`src/rtl/game_over.sv`:
```
// Game-over overlay: shows the sprite for a fixed hold time, then blinks it
// and waits for a fresh restart button press before handing control back.
module game_over_rom (
  input  logic       clk,
  input  logic       rst,
  input  logic [4:0] row,
  input  logic [7:0] col,
  output logic [7:0] color_data
);

  // Only the low address bits shape the pattern; the rest feed this sink.
  logic unused_addr_bits;
  assign unused_addr_bits = ^{row[4:3], col[7:3]};

  // Checkerboard of transparent cells and opaque cells coloured by position.
  function automatic logic [7:0] rom_word(input logic [4:0] r, input logic [7:0] c);
    if (c[2] ^ r[1]) begin
      return 8'h5D;
    end
    return {r[2:0], c[2:0], 2'b11};
  endfunction

  always_ff @(posedge clk or posedge rst) begin
    if (rst) begin
      color_data <= 8'h00;
    end else begin
      color_data <= rom_word(row, col);
    end
  end

endmodule

module game_over #(
  parameter int          CLK_HZ    = 50000000,
  parameter int          HOLD_SEC  = 3,
  parameter int          SPR_X0    = 375,
  parameter int          SPR_Y0    = 240,
  parameter int          SPR_W     = 178,
  parameter int          SPR_H     = 19,
  parameter logic [7:0]  KEY_COLOR = 8'h5D
) (
  input  logic       clk,
  input  logic       rst,
  input  logic [9:0] x,
  input  logic [9:0] y,
  input  logic       player_dead,
  input  logic       btn_restart,
  output logic       over_active,
  output logic       over_display_on,
  output logic [7:0] rgb,
  output logic       restart_pulse
);

  localparam int          SYNC_LEN   = 2;
  localparam logic [31:0] HOLD_LAST  = 32'(HOLD_SEC * CLK_HZ - 1);
  localparam logic [31:0] BLINK_LAST = 32'(CLK_HZ / 2 - 1);
  localparam logic [9:0]  X_LO       = 10'(SPR_X0);
  localparam logic [9:0]  X_HI       = 10'(SPR_X0 + SPR_W);
  localparam logic [9:0]  Y_LO       = 10'(SPR_Y0);
  localparam logic [9:0]  Y_HI       = 10'(SPR_Y0 + SPR_H);

  typedef enum logic [1:0] {IDLE, SHOW, ARMED} state_t;

  state_t      state_reg;
  logic [31:0] hold_cnt_reg;
  logic [31:0] blink_cnt_reg;
  logic        blink_on_reg;
  logic        window_reg;
  logic [7:0]  color_data;
  logic [4:0]  rom_row;
  logic [7:0]  rom_col;
  logic        in_window;

  // Button synchronizer chain; index 0 is the raw pin.
  logic [SYNC_LEN:0] sync_chain;
  logic              btn_prev_reg;
  logic              btn_rise;

  assign sync_chain[0] = btn_restart;

  genvar gi;
  generate
    for (gi = 0; gi < SYNC_LEN; gi++) begin : g_sync
      always_ff @(posedge clk or posedge rst) begin
        if (rst) begin
          sync_chain[gi+1] <= 1'b0;
        end else begin
          sync_chain[gi+1] <= sync_chain[gi];
        end
      end
    end
  endgenerate

  always_ff @(posedge clk or posedge rst) begin
    if (rst) begin
      btn_prev_reg <= 1'b0;
    end else begin
      btn_prev_reg <= sync_chain[SYNC_LEN];
    end
  end

  // A button already held when ARMED is entered shows no rise, so it cannot restart.
  assign btn_rise = sync_chain[SYNC_LEN] & ~btn_prev_reg;

  always_ff @(posedge clk or posedge rst) begin
    if (rst) begin
      state_reg     <= IDLE;
      hold_cnt_reg  <= 32'd0;
      blink_cnt_reg <= 32'd0;
      blink_on_reg  <= 1'b1;
      over_active   <= 1'b0;
      restart_pulse <= 1'b0;
    end else begin
      restart_pulse <= 1'b0;
      case (state_reg)
        IDLE: begin
          if (player_dead) begin
            state_reg    <= SHOW;
            hold_cnt_reg <= 32'd0;
            over_active  <= 1'b1;
          end
        end
        SHOW: begin
          if (hold_cnt_reg == HOLD_LAST) begin
            state_reg     <= ARMED;
            hold_cnt_reg  <= 32'd0;
            blink_cnt_reg <= 32'd0;
            blink_on_reg  <= 1'b1;
          end else begin
            hold_cnt_reg <= hold_cnt_reg + 32'd1;
          end
        end
        ARMED: begin
          if (btn_rise) begin
            state_reg     <= IDLE;
            over_active   <= 1'b0;
            restart_pulse <= 1'b1;
            blink_cnt_reg <= 32'd0;
            blink_on_reg  <= 1'b1;
          end else if (blink_cnt_reg == BLINK_LAST) begin
            blink_cnt_reg <= 32'd0;
            blink_on_reg  <= ~blink_on_reg;
          end else begin
            blink_cnt_reg <= blink_cnt_reg + 32'd1;
          end
        end
        default: state_reg <= IDLE;
      endcase
    end
  end

  // Sprite-relative address wraps naturally; out-of-window pixels are masked by window_reg.
  assign rom_col   = 8'(x - X_LO);
  assign rom_row   = 5'(y - Y_LO);
  assign in_window = (x >= X_LO) && (x < X_HI) && (y >= Y_LO) && (y < Y_HI);

  game_over_rom u_rom (
    .clk        (clk),
    .rst        (rst),
    .row        (rom_row),
    .col        (rom_col),
    .color_data (color_data)
  );

  always_ff @(posedge clk or posedge rst) begin
    if (rst) begin
      window_reg <= 1'b0;
    end else begin
      window_reg <= in_window;
    end
  end

  assign rgb             = color_data;
  assign over_display_on = window_reg && (color_data != KEY_COLOR) &&
                           ((state_reg == SHOW) || ((state_reg == ARMED) && blink_on_reg));

endmodule

```
`config.mk`:
```
export PLATFORM = sky130hd
export DESIGN_NAME = game_over
export DESIGN_NICKNAME = d
export VERILOG_FILES = /design/src/rtl/game_over.sv
export SDC_FILE = /design/constraint.sdc
export NUM_CORES = 1
export LEC_CHECK = 0
export CORE_UTILIZATION = 40
export CTS_BUF_LIST = sky130_fd_sc_hd__clkbuf_8
export CTS_CLUSTER_SIZE = 12
export DETAILED_ROUTE_END_ITERATION = 8
export GPL_TIMING_DRIVEN = 0
export HOLD_SLACK_MARGIN = 0.05
export SYNTH_ARGS = -nofsm -noshare
export SYNTH_HDL_FRONTEND = slang
export SYNTH_HIERARCHICAL = 1
export SYNTH_SLANG_ARGS = --single-unit
```
`constraint.sdc`:
```
create_clock -name clk -period 3.16 [get_ports clk]
set_clock_uncertainty 0.15 [all_clocks]
set_input_delay 0.632 -clock clk [delete_from_list [all_inputs] [get_ports clk]]
set_output_delay 0.632 -clock clk [all_outputs]
set_load 0.1 [all_outputs]
```
==> impl_metrics.json, run 1 <==
{
  "status": "finished, final reports clean",
  "maxCapViolCount": 0,
  "crit_fanout": 7,
  "rsz0062_at_grt": "false",
  "grt_pass1_wl_um": 15800,
  "rows": 37,
  "drtAntennaViolNets": 0,
  "globalRoute.totalOverflow": 0,
  "cp.arrival_ns": 2.14,
  "tritoncts": "done",
  "hpwl_um": 6420,
  "synthCells": 443,
  "seq_area_mm2": 0.00200,
  "endpoint_kind": "primary output",
  "drc_errors": 0,
  "power_leakage_uw": 0.00215,
  "clk_latency_ns": 0.36,
  "slew_violations": 0,
  "hold_viol": 0,
  "drt_iter0_markers": 178,
  "postCtsSetupRepairBufs": 0,
  "antenna_found_initial": 0,
  "firstDrtPassIters": 4,
  "final_layout_size_suffix_gt1_share_pct": 9.51,
  "setup_tns_ns": 0,
  "grt_max_degree": 47,
  "max_freq_mhz": 342,
  "io_buffers": 34,
  "min_from": "sync_chain[1]$_DFF_PP0_",
  "clkTransAtPathRegs_ns": 0.09,
  "post_synth_instance_area_mm2": 0.00424,
  "die_x_um": 105,
  "min_period_over_period_pct": 92.4,
  "h-tree-depth": 3,
  "power_density_mw_per_mm2": 383,
  "clock_path_buffers": 2,
  "die_h_um": 105,
  "ir_worst_vdd_mv": 0.191,
  "clock_sinks": 80,
  "gr-usage-all-layers_pct": 18.1,
  "synth_warnings": 6,
  "viasPerCell": 5.35,
  "crit_start": "state_reg[0]$_DFFE_PP0P_",
  "multi_input_comb_area_mm2": 0.00208,
  "cts_inserted_buffers": 9,
  "grt_pass1_vias": 3300,
  "antenna_cells": 0,
  "worst_slew_pin_slew_ns": 0.990,
  "place_ws_ns": 0.180,
  "min_period_ns": 2.92,
  "n_fill_cell": 985,
  "place_congestion": 0.819,
  "wire_per_inst_um": 14.3,
  "avgSynthCellArea_um2": 9.56,
  "crit_required_ns": 2.38,
  "start_util_pct": 41.2,
  "fin_hold_ws_ns": 0.215,
  "area_growth_pct": 16.9,
  "critPathKind": "reg -> out",
  "slew_headroom_pct": 33.8,
  "via_count": 3371,
  "fin_ws_ns": 0.239,
  "holdCritPathClass": "reg -> reg",
  "syn_nets": 472,
  "r2r_start": "hold_cnt_reg[0]$_DFFE_PP0P_",
  "io-pin-count": 35,
  "dieArea_mm2": 0.0110,
  "total_power_uw": 1900,
  "finalCoreUtilization_pct": 48.2,
  "setup-violations-final": 0,
  "nets": 518,
  "core_mm2": 0.0103,
  "drt_wl_total_um": 9040,
  "cts_root_buffer": "clkbuf_8",
  "critPathLaunchType": "flop"
}
==> cell usage in the layout, fill, tap and decap left out, drive strengths merged, types with 3 or more instances in the layout <==
| cell | instances |
|---|---|
| nor3 | 9 |
| and3 | 18 |
| clkbuf | 17 |
| nor4 | 12 |
| nor2b | 5 |
| inv | 16 |
| clkinv | 3 |
| a31oi | 12 |
| a21oi | 13 |
| nor4b | 5 |
| dfrtp | 79 |
| xnor2 | 10 |
| ha | 5 |
| nand2b | 5 |
| clkdlybuf4s50 | 33 |
| nor2 | 64 |
| xor2 | 32 |
| and4 | 7 |
| o21ai | 21 |
| buf | 10 |
| nand4 | 26 |
| or2 | 4 |
| nand2 | 28 |
| or3 | 3 |
| nand3 | 30 |
==> worst paths after layout <==
kind | endpoint | slack (ns) | cells after the start
setup / recovery | over_display_on | 0.24 | 4
hold / removal | sync_chain[2]$_DFF_PP0_ | 0.22 | 0
setup reg to reg | blink_cnt_reg[22]$_DFFE_PP0P_ | 0.55 | 9
hold reg to reg | sync_chain[2]$_DFF_PP0_ | 0.22 | 0
max in group asynchronous | blink_on_reg$_DFFE_PP1P_ | 1.78 | 3
min in group asynchronous | u_rom/color_data[7]$_DFF_PP0_ | 0.45 | 2
==> per-stage QoR <==
step | std cells | instance area, µm²
2_1_floorplan | 443 | 4240
3_5_place_dp | 614 | 4780
6_report | 630 | 4950
5_1_grt | 630 | 4950
4_1_cts | 630 | 4950
3_3_place_gp | 613 | 4750
==> cell type report <==
type / count / share of cell area [%]
timing repair buffer: 35 / 7.40
clock inverter: 6 / 0.758
multi-input combinational: 333 / 42.0
inverter: 14 / 1.11
buffer: 16 / 2.10
clock buffer: 10 / 2.78
tap: 136 / 3.44
sequential: 80 / 40.4
==> power breakdown <==
| group | switching (µW) | internal [µW] |
|---|---|---|
| clock network | 376 | 303 |
| logic | 120 | 58.4 |
| registers | 5.92 | 1030 |
==> layer usage <==
layer	global-route usage, %	routed length, µm
met1	23.5	4240
met4	7.65	125
met2	29.8	4410
met5	0	0
met3	2.93	264
==> timing repair <==
action                                  in CTS  in global routing
gates resized for setup                      1                  0
hold buffers                                 0                  0
endpoints found under the setup margin       1                  0
==> worst max-delay path: stages, from the launching register on <==
cell	delay, ns
dfrtp_1	0.45
and2b_2	0.28
a21oi_1	0.09
nor2_2	0.10
dlygate4sd2_1	0.86
Power figures use the tool's default switching activity.
==> run 2: changes to the inputs <==
CORE_UTILIZATION = 35   (was 40)
SYNTH_HIERARCHICAL = default   (was 1)
==> run 2 against run 1 <==
Register-to-register slack got worse by 0.06 ns; sequential power about the same; clock-buffer cell count unchanged; wire length increased by 23%; combinational power about the same; sequential share of layout area decreased by 2.1 points; core utilization decreased by 5.4 points; cell area increased by 5.4%; power increased by 3.5%.
==> impl_metrics.json, run 2 <==
{
  "fin_hold_ws_ns": 0.207,
  "place_ws_ns": -0.116,
  "power_density_mw_per_mm2": 376,
  "avgSynthCellArea_um2": 9.10,
  "synth_compound_area_share_pct": 12.2,
  "ys_seq_area_share_pct": 45.0,
  "synth-adder-area-share_pct": 1.41,
  "hold_viol": 0,
  "layout_common_cells": "dfrtp_1 (79), nand2_1 (55), nand3_1 (42), nor2_1 (38), nand4_1 (37)",
  "maxCapViolCount": 0,
  "wire_per_inst_um": 15.7,
  "antenna_cells": 0,
  "worst_slew_pin_slew_ns": 0.983,
  "endpoint_kind": "primary output",
  "place_congestion": 0.921,
  "viasPerCell": 5.54,
  "clock_sinks": 80,
  "synthTopCellsByCount": "dfrtp_1 (79), nand2_1 (55), nand3_1 (42), nor2_1 (39), nand4_1 (37)",
  "synthFlopType": "dfrtp_1",
  "synth_most_common_cell": "dfrtp_1",
  "start_util_pct": 36.4,
  "dp_cells": 692,
  "antenna_found_initial": 0,
  "clock_path_buffers": 2,
  "post_synth_instance_area_mm2": 0.00445,
  "fin_ws_ns": 0.236,
  "grt_pass1_vias": 3753,
  "ir_worst_vdd_mv": 0.329,
  "io_buffers": 34,
  "drt_wl_total_um": 11100,
  "cts_inserted_buffers": 9,
  "synth_top_family_by_area": "simple AND/OR/NAND/NOR gates",
  "die_h_um": 115,
  "synthMuxAreaShare_pct": 1.38,
  "setup-violations-final": 0,
  "max_freq_mhz": 342,
  "drc_errors": 0,
  "slowest_delay_ns": 0.55,
  "crit_fanout": 10,
  "holdCritPathClass": "reg -> reg",
  "die_x_um": 115,
  "clkTransAtPathRegs_ns": 0.08,
  "cts_hold_buffers": 0,
  "power_leakage_uw": 0.00212,
  "ys_ff_latch": 80,
  "crit_required_ns": 2.38,
  "total_power_uw": 1960,
  "status": "finished, final reports clean",
  "gr-usage-all-layers_pct": 18.6,
  "synth_top_area_cell": "dfrtp_1",
  "synth-xor-area-share_pct": 4.92,
  "nets": 564,
  "yosys.area_share.simple_pct": 31.1,
  "synth_warnings": 0,
  "grt_pass1_wl_um": 19000,
  "setup_tns_ns": 0,
  "layout_commonest_cell": "dfrtp_1",
  "cp.arrival_ns": 2.14,
  "area_growth_pct": 17.3,
  "h-tree-depth": 3,
  "cp_cell_sequence": "nor2b_1, clkbuf_2, a21oi_1, nor2_2, clkdlybuf4s18_2",
  "synth.distinct_cells": 63,
  "async_flop_share_pct": 100,
  "min_period_over_period_pct": 92.5,
  "synthCells": 489,
  "dieArea_mm2": 0.0132,
  "slew_headroom_pct": 33.9,
  "n_fill_cell": 1265,
  "io-pin-count": 35,
  "core_mm2": 0.0122,
  "tritoncts": "done",
  "globalRoute.totalOverflow": 0,
  "final_cells": 707,
  "crit_slowest_cell": "clkdlybuf4s18_2",
  "slew_violations": 0,
  "cts_root_buffer": "clkbuf_8",
  "min_period_ns": 2.92,
  "clk_latency_ns": 0.37,
  "synth_edf_count": 0,
  "rsz0062_at_grt": "false",
  "drt_iter0_markers": 272,
  "hpwl_um": 7800,
  "syn_nets": 518,
  "via_count": 3916,
  "critPathLaunchType": "flop",
  "drtAntennaViolNets": 0,
  "critPathKind": "reg -> out",
  "synth.top_cell.area_share_pct": 44.4,
  "rows": 40,
  "firstDrtPassIters": 5,
  "final_layout_size_suffix_gt1_share_pct": 7.05,
  "synth_area_leaders": "dfrtp_1 (44%), nand4_1 (5.2%), nand3_1 (4.7%)",
  "grt_max_degree": 44
}
[run 2: area by class of cell]
| cell class | count | area (µm²) | area share (%) |
|---|---|---|---|
| plain buffers | 23 | 108 | 2.06 |
| flip-flops and latches | 80 | 2000 | 38.4 |
| clock buffers | 10 | 138 | 2.64 |
| clock inverters | 5 | 48.8 | 0.935 |
| repair buffers | 35 | 368 | 7.05 |
| multi-input cells | 369 | 2280 | 43.7 |
| inverters | 17 | 66.3 | 1.27 |
| well taps | 168 | 210 | 4.03 |
[run 2: metal layers]
layer | routed length (µm) | GRT usage, %
met5 | 0 | 0
met4 | 227 | 7.53
met3 | 519 | 3.43
met2 | 5030 | 29.5
met1 | 5340 | 25.4
[run 2: path summary, 6_finish.rpt]
check,from,end,slack (ns),depth (start not counted)
max,state_reg[0]$_DFFE_PP0P_,over_display_on,0.24,5
min reg2reg,sync_chain[1]$_DFF_PP0_,sync_chain[2]$_DFF_PP0_,0.21,0
min in group asynchronous,rst,blink_cnt_reg[11]$_DFFE_PP0P_,0.49,2
max reg2reg,blink_cnt_reg[9]$_DFFE_PP0P_,blink_cnt_reg[30]$_DFFE_PP0P_,0.49,6
max in group asynchronous,rst,hold_cnt_reg[12]$_DFFE_PP0P_,1.78,3
min,sync_chain[1]$_DFF_PP0_,sync_chain[2]$_DFF_PP0_,0.21,0
[run 2: repair_timing]
action,in CTS,in global routing
hold endpoints to repair,0,0
buffers inserted,0,0
endpoints found under the setup margin,1,1
gates cloned,0,0
resized for setup,3,3
[run 2: critical path: cells and delay by family (launching register included)]
kind / cells / cell delay [ns]
compound gates: 1 / 0.08
buf+inv: 2 / 0.85
flops: 1 / 0.45
simple gates: 2 / 0.40
[run 2: cell families after synthesis]
logic type,after synthesis
xor gates and xnor gates,25
and+or+nand+nor,254
other,1
adders and majority gates,5
AOI/OAI and AO/OA,78
buffers and inverters,40
DFF,80
muxes,6
[run 2: where the power goes]
| group | internal, µW | switching (µW) | leakage (µW) |
|---|---|---|---|
| clock network | 376 | 372 | 0.000103 |
| logic | 58.3 | 119 | 0.00101 |
| registers | 1030 | 5.12 | 0.00101 |
[run 2: through the flow]
step | cell area, µm² | utilization, %
after global placement | 5000 | 41.0
after CTS | 5220 | 42.8
final | 5220 | 42.8
after detailed placement | 5030 | 41.2
after floorplan | 4450 | -
after global routing | 5220 | 42.8
